### src/rtl/target_generator.sv
// target_generator: picks TARGETS distinct lit LEDs from a free-running LFSR,
// shows them for a bounded lifetime, blanks between rounds and flags expiry.
// Optional feature macro: TARGET_GEN_SPEEDUP_EN (hits shrink the lifetime).
module target_generator #(
    parameter int unsigned LIFETIME_CYCLES = 50_000_000,
    parameter int unsigned GAP_CYCLES      = 12_500_000,
    parameter int unsigned TARGETS         = 3,
    parameter logic [15:0] SEED            = 16'hACE1
) (
    input  logic        clk,
    input  logic        rst_n,
    input  logic        enable,
    input  logic        hit,
    output logic [17:0] ledr,
    output logic        new_pattern,
    output logic        miss
);

    localparam int unsigned LED_W = 18;
    localparam int unsigned CNT_W = 3;
    localparam int unsigned TMR_W = 32;
    localparam int unsigned LFSR_W = 16;

    localparam logic [LFSR_W-1:0] LFSR_INIT = (SEED == 16'h0000) ? 16'h0001 : SEED;
    localparam logic [TMR_W-1:0]  LIFE_FULL = TMR_W'(LIFETIME_CYCLES);
    localparam logic [TMR_W-1:0]  GAP_LAST  = TMR_W'(GAP_CYCLES - 1);
    localparam logic [CNT_W-1:0]  CNT_DONE  = CNT_W'(TARGETS);

    typedef enum logic [1:0] {
        S_IDLE,
        S_GEN,
        S_SHOW,
        S_GAP
    } state_t;

    state_t             state_q, state_d;
    logic [TMR_W-1:0]   timer_q, timer_d;
    logic [LED_W-1:0]   shadow_q, shadow_d;
    logic [CNT_W-1:0]   count_q, count_d;
    logic [CNT_W-1:0]   count_inc;
    logic [LFSR_W-1:0]  lfsr_q, lfsr_d;
    logic [LED_W-1:0]   idx_bit;
    logic [LED_W-1:0]   ledr_d;
    logic               new_pattern_d;
    logic               miss_d;
    logic [TMR_W-1:0]   life_q;
    logic               hit_accept;
    logic               expire;

    // Fibonacci LFSR (taps 16,14,13,11) and the candidate LED it points at
    always_comb begin
        lfsr_d    = {lfsr_q[14:0], lfsr_q[15] ^ lfsr_q[13] ^ lfsr_q[12] ^ lfsr_q[10]};
        idx_bit   = LED_W'(1) << lfsr_q[4:0];
        count_inc = count_q + CNT_W'(1);
    end

    // Round-ending events while a pattern is on display; hit wins over expiry
    always_comb begin
        hit_accept = enable && (state_q == S_SHOW) && hit;
        expire     = enable && (state_q == S_SHOW) && !hit
                     && (timer_q == life_q - TMR_W'(1));
    end

`ifdef TARGET_GEN_SPEEDUP_EN
    localparam logic [TMR_W-1:0] LIFE_STEP  = TMR_W'(LIFETIME_CYCLES / 8);
    localparam logic [TMR_W-1:0] LIFE_FLOOR = TMR_W'(LIFETIME_CYCLES / 4);

    logic [TMR_W-1:0] life_d;

    // Lifetime shrinks per hit down to a floor; miss or a fresh game restores it
    always_comb begin
        life_d = life_q;
        if (enable && (state_q == S_IDLE)) begin
            life_d = LIFE_FULL;
        end else if (hit_accept) begin
            life_d = (life_q >= LIFE_FLOOR + LIFE_STEP) ? (life_q - LIFE_STEP) : LIFE_FLOOR;
        end else if (expire) begin
            life_d = LIFE_FULL;
        end
    end

    // Lifetime register
    always_ff @(posedge clk or negedge rst_n) begin
        if (!rst_n) begin
            life_q <= LIFE_FULL;
        end else begin
            life_q <= life_d;
        end
    end
`else
    assign life_q = LIFE_FULL;
`endif

    // Next-state and registered-output computation
    always_comb begin
        state_d       = state_q;
        timer_d       = timer_q;
        shadow_d      = shadow_q;
        count_d       = count_q;
        ledr_d        = '0;
        new_pattern_d = 1'b0;
        miss_d        = 1'b0;

        if (!enable) begin
            state_d  = S_IDLE;
            timer_d  = '0;
            shadow_d = '0;
            count_d  = '0;
        end else begin
            case (state_q)
                S_IDLE: begin
                    state_d  = S_GEN;
                    timer_d  = '0;
                    shadow_d = '0;
                    count_d  = '0;
                end
                S_GEN: begin
                    // idx >= 18 yields an empty one-hot and is skipped
                    if ((|idx_bit) && !(|(shadow_q & idx_bit))) begin
                        shadow_d = shadow_q | idx_bit;
                        count_d  = count_inc;
                        if (count_inc == CNT_DONE) begin
                            state_d       = S_SHOW;
                            ledr_d        = shadow_q | idx_bit;
                            new_pattern_d = 1'b1;
                            timer_d       = '0;
                        end
                    end
                end
                S_SHOW: begin
                    ledr_d  = ledr;
                    timer_d = timer_q + TMR_W'(1);
                    if (hit_accept) begin
                        state_d = S_GAP;
                        ledr_d  = '0;
                        timer_d = '0;
                    end else if (expire) begin
                        state_d = S_GAP;
                        ledr_d  = '0;
                        miss_d  = 1'b1;
                        timer_d = '0;
                    end
                end
                S_GAP: begin
                    if (timer_q == GAP_LAST) begin
                        state_d  = S_GEN;
                        timer_d  = '0;
                        shadow_d = '0;
                        count_d  = '0;
                    end else begin
                        timer_d = timer_q + TMR_W'(1);
                    end
                end
                default: begin
                    state_d = S_IDLE;
                end
            endcase
        end
    end

    // State, datapath and output registers
    always_ff @(posedge clk or negedge rst_n) begin
        if (!rst_n) begin
            state_q     <= S_IDLE;
            timer_q     <= '0;
            shadow_q    <= '0;
            count_q     <= '0;
            lfsr_q      <= LFSR_INIT;
            ledr        <= '0;
            new_pattern <= 1'b0;
            miss        <= 1'b0;
        end else begin
            state_q     <= state_d;
            timer_q     <= timer_d;
            shadow_q    <= shadow_d;
            count_q     <= count_d;
            lfsr_q      <= lfsr_d;
            ledr        <= ledr_d;
            new_pattern <= new_pattern_d;
            miss        <= miss_d;
        end
    end

endmodule
### config.mk
export PLATFORM = sky130hd
export DESIGN_NAME = target_generator
export DESIGN_NICKNAME = d
export VERILOG_FILES = /design/src/rtl/target_generator.sv
export SDC_FILE = /design/constraint.sdc
export NUM_CORES = 1
export LEC_CHECK = 0
export BUFFER_PORTS_ARGS = -buffer_cell sky130_fd_sc_hd__buf_2
export CAP_MARGIN = 20
export CELL_PAD_IN_SITES_DETAIL_PLACEMENT = 1
export CELL_PAD_IN_SITES_GLOBAL_PLACEMENT = 1
export CORE_ASPECT_RATIO = 1.25
export CORE_MARGIN = 2
export CORE_UTILIZATION = 48
export DETAILED_ROUTE_END_ITERATION = 16
export PLACE_DENSITY_LB_ADDON = 0.1
export SYNTH_ARGS = -nofsm -noshare
export SYNTH_HDL_FRONTEND = slang
export SYNTH_SLANG_ARGS = --single-unit
### constraint.sdc
create_clock -name clk -period 3.52 [get_ports clk]
set_clock_uncertainty 0.1 [all_clocks]
set_input_delay 0.352 -clock clk [delete_from_list [all_inputs] [get_ports clk]]
set_output_delay 0.352 -clock clk [all_outputs]
set_load 0.01 [all_outputs]
==> results.md <==
* RR Startpoint: timer_q[0]$_DFFE_PN0P_
* Cell area after synthesis at 4740 sq um
* Worst Hold Class: reg2reg
* Filler Cells Inserted at between 1,000 and 1,500
* CORE AREA at 9610 sq um
* Primary FF master, synth: dfrtp_1
* Max-cap viol count at 0
* Layout overhead on the synthesized area at 12.2%
* Largest fanout on the critical path at 19
* Vias in the first global route at around 4,300
* All-Layer GR Usage at approximately a quarter
* Num ports at 24
* Critical path endpoint category: register
* Share of the synthesized area in the top cell type at 43.9%
* Routability cong. at 0.866
* Req. time, crit path at 3.65 ns
* Dpl ws at about 0.43 ns
* I/O Buffers at 23
* Slew Viols, Final at 0
* Vias at 3,967
* Iteration-0 DRC Markers at roughly 180
* Die X at approximately 93 um
* Worst R2R Setup Slack at about 0.42 ns
* Top Family by Delay on Critical Path: compound AO/OA/AOI/OAI gates
* Number of stages on the worst setup path at 7
* Ys Warns at 0
* Antenna diode count at 0
* Worst slew pin tran at 0.938 ns
* Pwr Density at approximately 520 nW/um^2
* Longest Clk Path Bufs at 2
* Antenna violations before repair at 0
* Starting Density at roughly half
* Crit path largest cell delay at 0.63 ns
* Hold EP: lfsr_q[10]$_DFF_PN1_
* Status: completed
* Static leakage at between 2 and 2.5 nW
* Die height at roughly 120 um
* Most frequent cells in the layout: 83 x dfrtp_1, 55 x nor2_1, 52 x nand2_1
* Data arrival, critical path at 3.23 ns
* Worst skew pair latency at approximately 0.34 ns
* GRT Residual Overflow at 0
* FF-to-FF path depth at 7
* TritonCTS clock tree: yes
* Final #Nets at 526
* Hold Startpoint: lfsr_q[9]$_DFF_PN0_
* Worst hold stages at 0
* Slowest CP cell: or4_1
* DIE AREA at around 11,000 sq um
* Post-Syn Instances at around 500
* Clock sink count at around 90
* EDFF count, synth at 0
* First-pass GRT wire length at about 22,000 um
* Final setup violation count at 0
* Final hold violations at 0
* Drc violations at 0
* Sequential Area at between 2000 and 2500 sq um
* Inserted Clock Buffers at 9
* Commonest non-fill, non-tap cell in the layout: dfrtp_1
* Max_slew headroom at approximately 37%
* VDD IR max at ~280 uV
* Sequential area share after synthesis at ~48%
* Drt first pass iters at 4
* Min cycle time layout at roughly 3.1 ns
* Mapped Nets at 506
* Reg clk slew, reported paths at about 0.060 ns
* Share of cells above drive strength 1 at 15.4%
* RSZ-0062 raised after global routing: no
* Unique masters post-synth at between 60 and 70
* Wire per inst at roughly 20 um
* Multi-input logic area at 2240 sq um
* CP bufs+invs at 0
* Detailed Place HPWL at 9190 um
* Antenna-violating nets left at 0
* Final WL at approximately 13,000 um
* WS Path Type: reg2reg
* Maximum clock rate at 322 MHz
* PnR worst setup slack at 0.419 ns
* Fin crit share at roughly 88%
* Post-CTS Repair Setup Buffers at 0
* Largest area contributor in the netlist: dfrtp_1
* Critical Path Start Type: register
* End of the worst register-to-register path: timer_q[16]$_DFFE_PN0P_
* FF+latch count, synth at 91
* Cell Chain, Critical Path: ha_1 -> nand4_2 -> or4_1 -> o31ai_2 -> o22ai_2 -> a32o_1 -> a41o_1
* Post-Syn Area per Cell at roughly 9.5 sq um
* Synth top area cells: dfrtp_1 44%, dfstp_2 4.4%, nor2_1 4.4%
* Vias/cell at slightly above 6
* Setup TNS at 0 ns
* Ys async rst share at 100%
* Cell row count at 40
* Root Buffer: clkbuf_16
* Largest net degree at the start of global routing at 37
* CTS HTree Levels at 3
-- worst register-to-register path, cell delays in order, from the launching register on --
cell and delay, ns:
dfrtp_1 0.41, ha_1 0.27, nand4_2 0.26, or4_1 0.64, o31ai_2 0.39, o22ai_2 0.41
a32o_1 0.33, a41o_1 0.19
-- flip-flops by register name, indices dropped and copies added, names as in the netlist --
signal and count:
miss 1, state_q 2, lfsr_q 16, timer_q 32
new_pattern 1, ledr 18, shadow_q 18, count_q 3
-- how the worst max path moves through the flow --
stage,startpoint,endpoint
floorplan,timer_q[0]$_DFFE_PN0P_,timer_q[2]$_DFFE_PN0P_
global placement,timer_q[0]$_DFFE_PN0P_,timer_q[16]$_DFFE_PN0P_
detailed placement,timer_q[0]$_DFFE_PN0P_,timer_q[16]$_DFFE_PN0P_
CTS,timer_q[0]$_DFFE_PN0P_,timer_q[16]$_DFFE_PN0P_
global route,timer_q[0]$_DFFE_PN0P_,timer_q[16]$_DFFE_PN0P_
finish,timer_q[0]$_DFFE_PN0P_,timer_q[16]$_DFFE_PN0P_
-- metrics by stage --
step                power, mW  cell area (sq um)  cells  hold WS [ns]  util, %
floorplan                1.49               4740    496       -0.0436        -
global placement         1.61               4950    629         0.204     51.5
detailed placement       1.63               4950    629         0.210     51.5
CTS                      2.76               5310    646         0.259     55.2
global route             2.86               5310    647         0.264     55.3
finish                   2.75               5310    647         0.256     55.3
-- per-layer routing --
layer | track usage [%] | up-vias | routed length, um
li1 | - | 1846 | -
met1 | 29.4 | 2033 | 5170
met2 | 49.2 | 59 | 7170
met3 | 2.62 | 29 | 237
met4 | 12.9 | 0 | 515
met5 | 0 | - | 0
-- Yosys cell counts, types with 3 or more instances --
| cell | n |
|---|---|
| nand2_1 | 52 |
| mux2_4 | 7 |
| a21oi_1 | 26 |
| o22ai_1 | 10 |
| and3_1 | 8 |
| buf_6 | 4 |
| nor4_1 | 10 |
| nor2_1 | 56 |
| ha_1 | 6 |
| o21ai_0 | 22 |
| nor3b_1 | 3 |
| mux2i_1 | 7 |
| nor4b_1 | 4 |
| clkbuf_1 | 14 |
| a21o_1 | 12 |
| nor2b_1 | 4 |
| o2bb2ai_1 | 5 |
| nand2b_1 | 3 |
| nand3_1 | 17 |
| or3_1 | 3 |
| o41ai_1 | 5 |
| or4_1 | 5 |
| dfrtp_1 | 83 |
| nor3_1 | 18 |
| dfstp_2 | 8 |
| o31ai_1 | 10 |
| a32oi_1 | 3 |
| buf_2 | 6 |
| a22o_1 | 9 |
| o21ai_1 | 5 |
| nand4_1 | 6 |
| inv_1 | 19 |
| xnor2_1 | 3 |
| o221a_2 | 3 |
-- final cells by class --
type | instances | area share [%]
clock buffers | 10 | 4.50
clock inverters | 6 | 2.10
inverters | 19 | 1.34
multi-input cells | 360 | 42.1
flip-flops and latches | 91 | 43.0
well taps | 126 | 2.97
repair buffers | 35 | 3.96
-- kinds of logic (layout without fill, tap and decap cells) --
family / after synthesis / in the layout / share of synthesized area, %
compound gates: 133 / 133 / 19.8
xor+xnor: 4 / 4 / 0.740
fa+ha+maj: 6 / 6 / 1.59
buf+inv: 45 / 70 / 4.52
flops: 91 / 91 / 48.3
mux: 16 / 16 / 4.17
simple gates: 201 / 201 / 20.9
-- where the power goes --
| part | leakage, nW | total (mW) | switching (mW) | internal, mW |
|---|---|---|---|---|
| clock network | 0.169 | 1.13 | 0.415 | 0.715 |
| registers | 1.24 | 1.10 | 0.0278 | 1.07 |
| logic | 0.957 | 0.517 | 0.353 | 0.164 |
-- what timing repair did --
| action | CTS | global route |
|---|---|---|
| resized for setup | 0 | 0 |
| hold buffers | 1 | 0 |
| endpoints found under the hold margin | 25 | 0 |
Note: power is estimated with default switching activity, not from simulation.
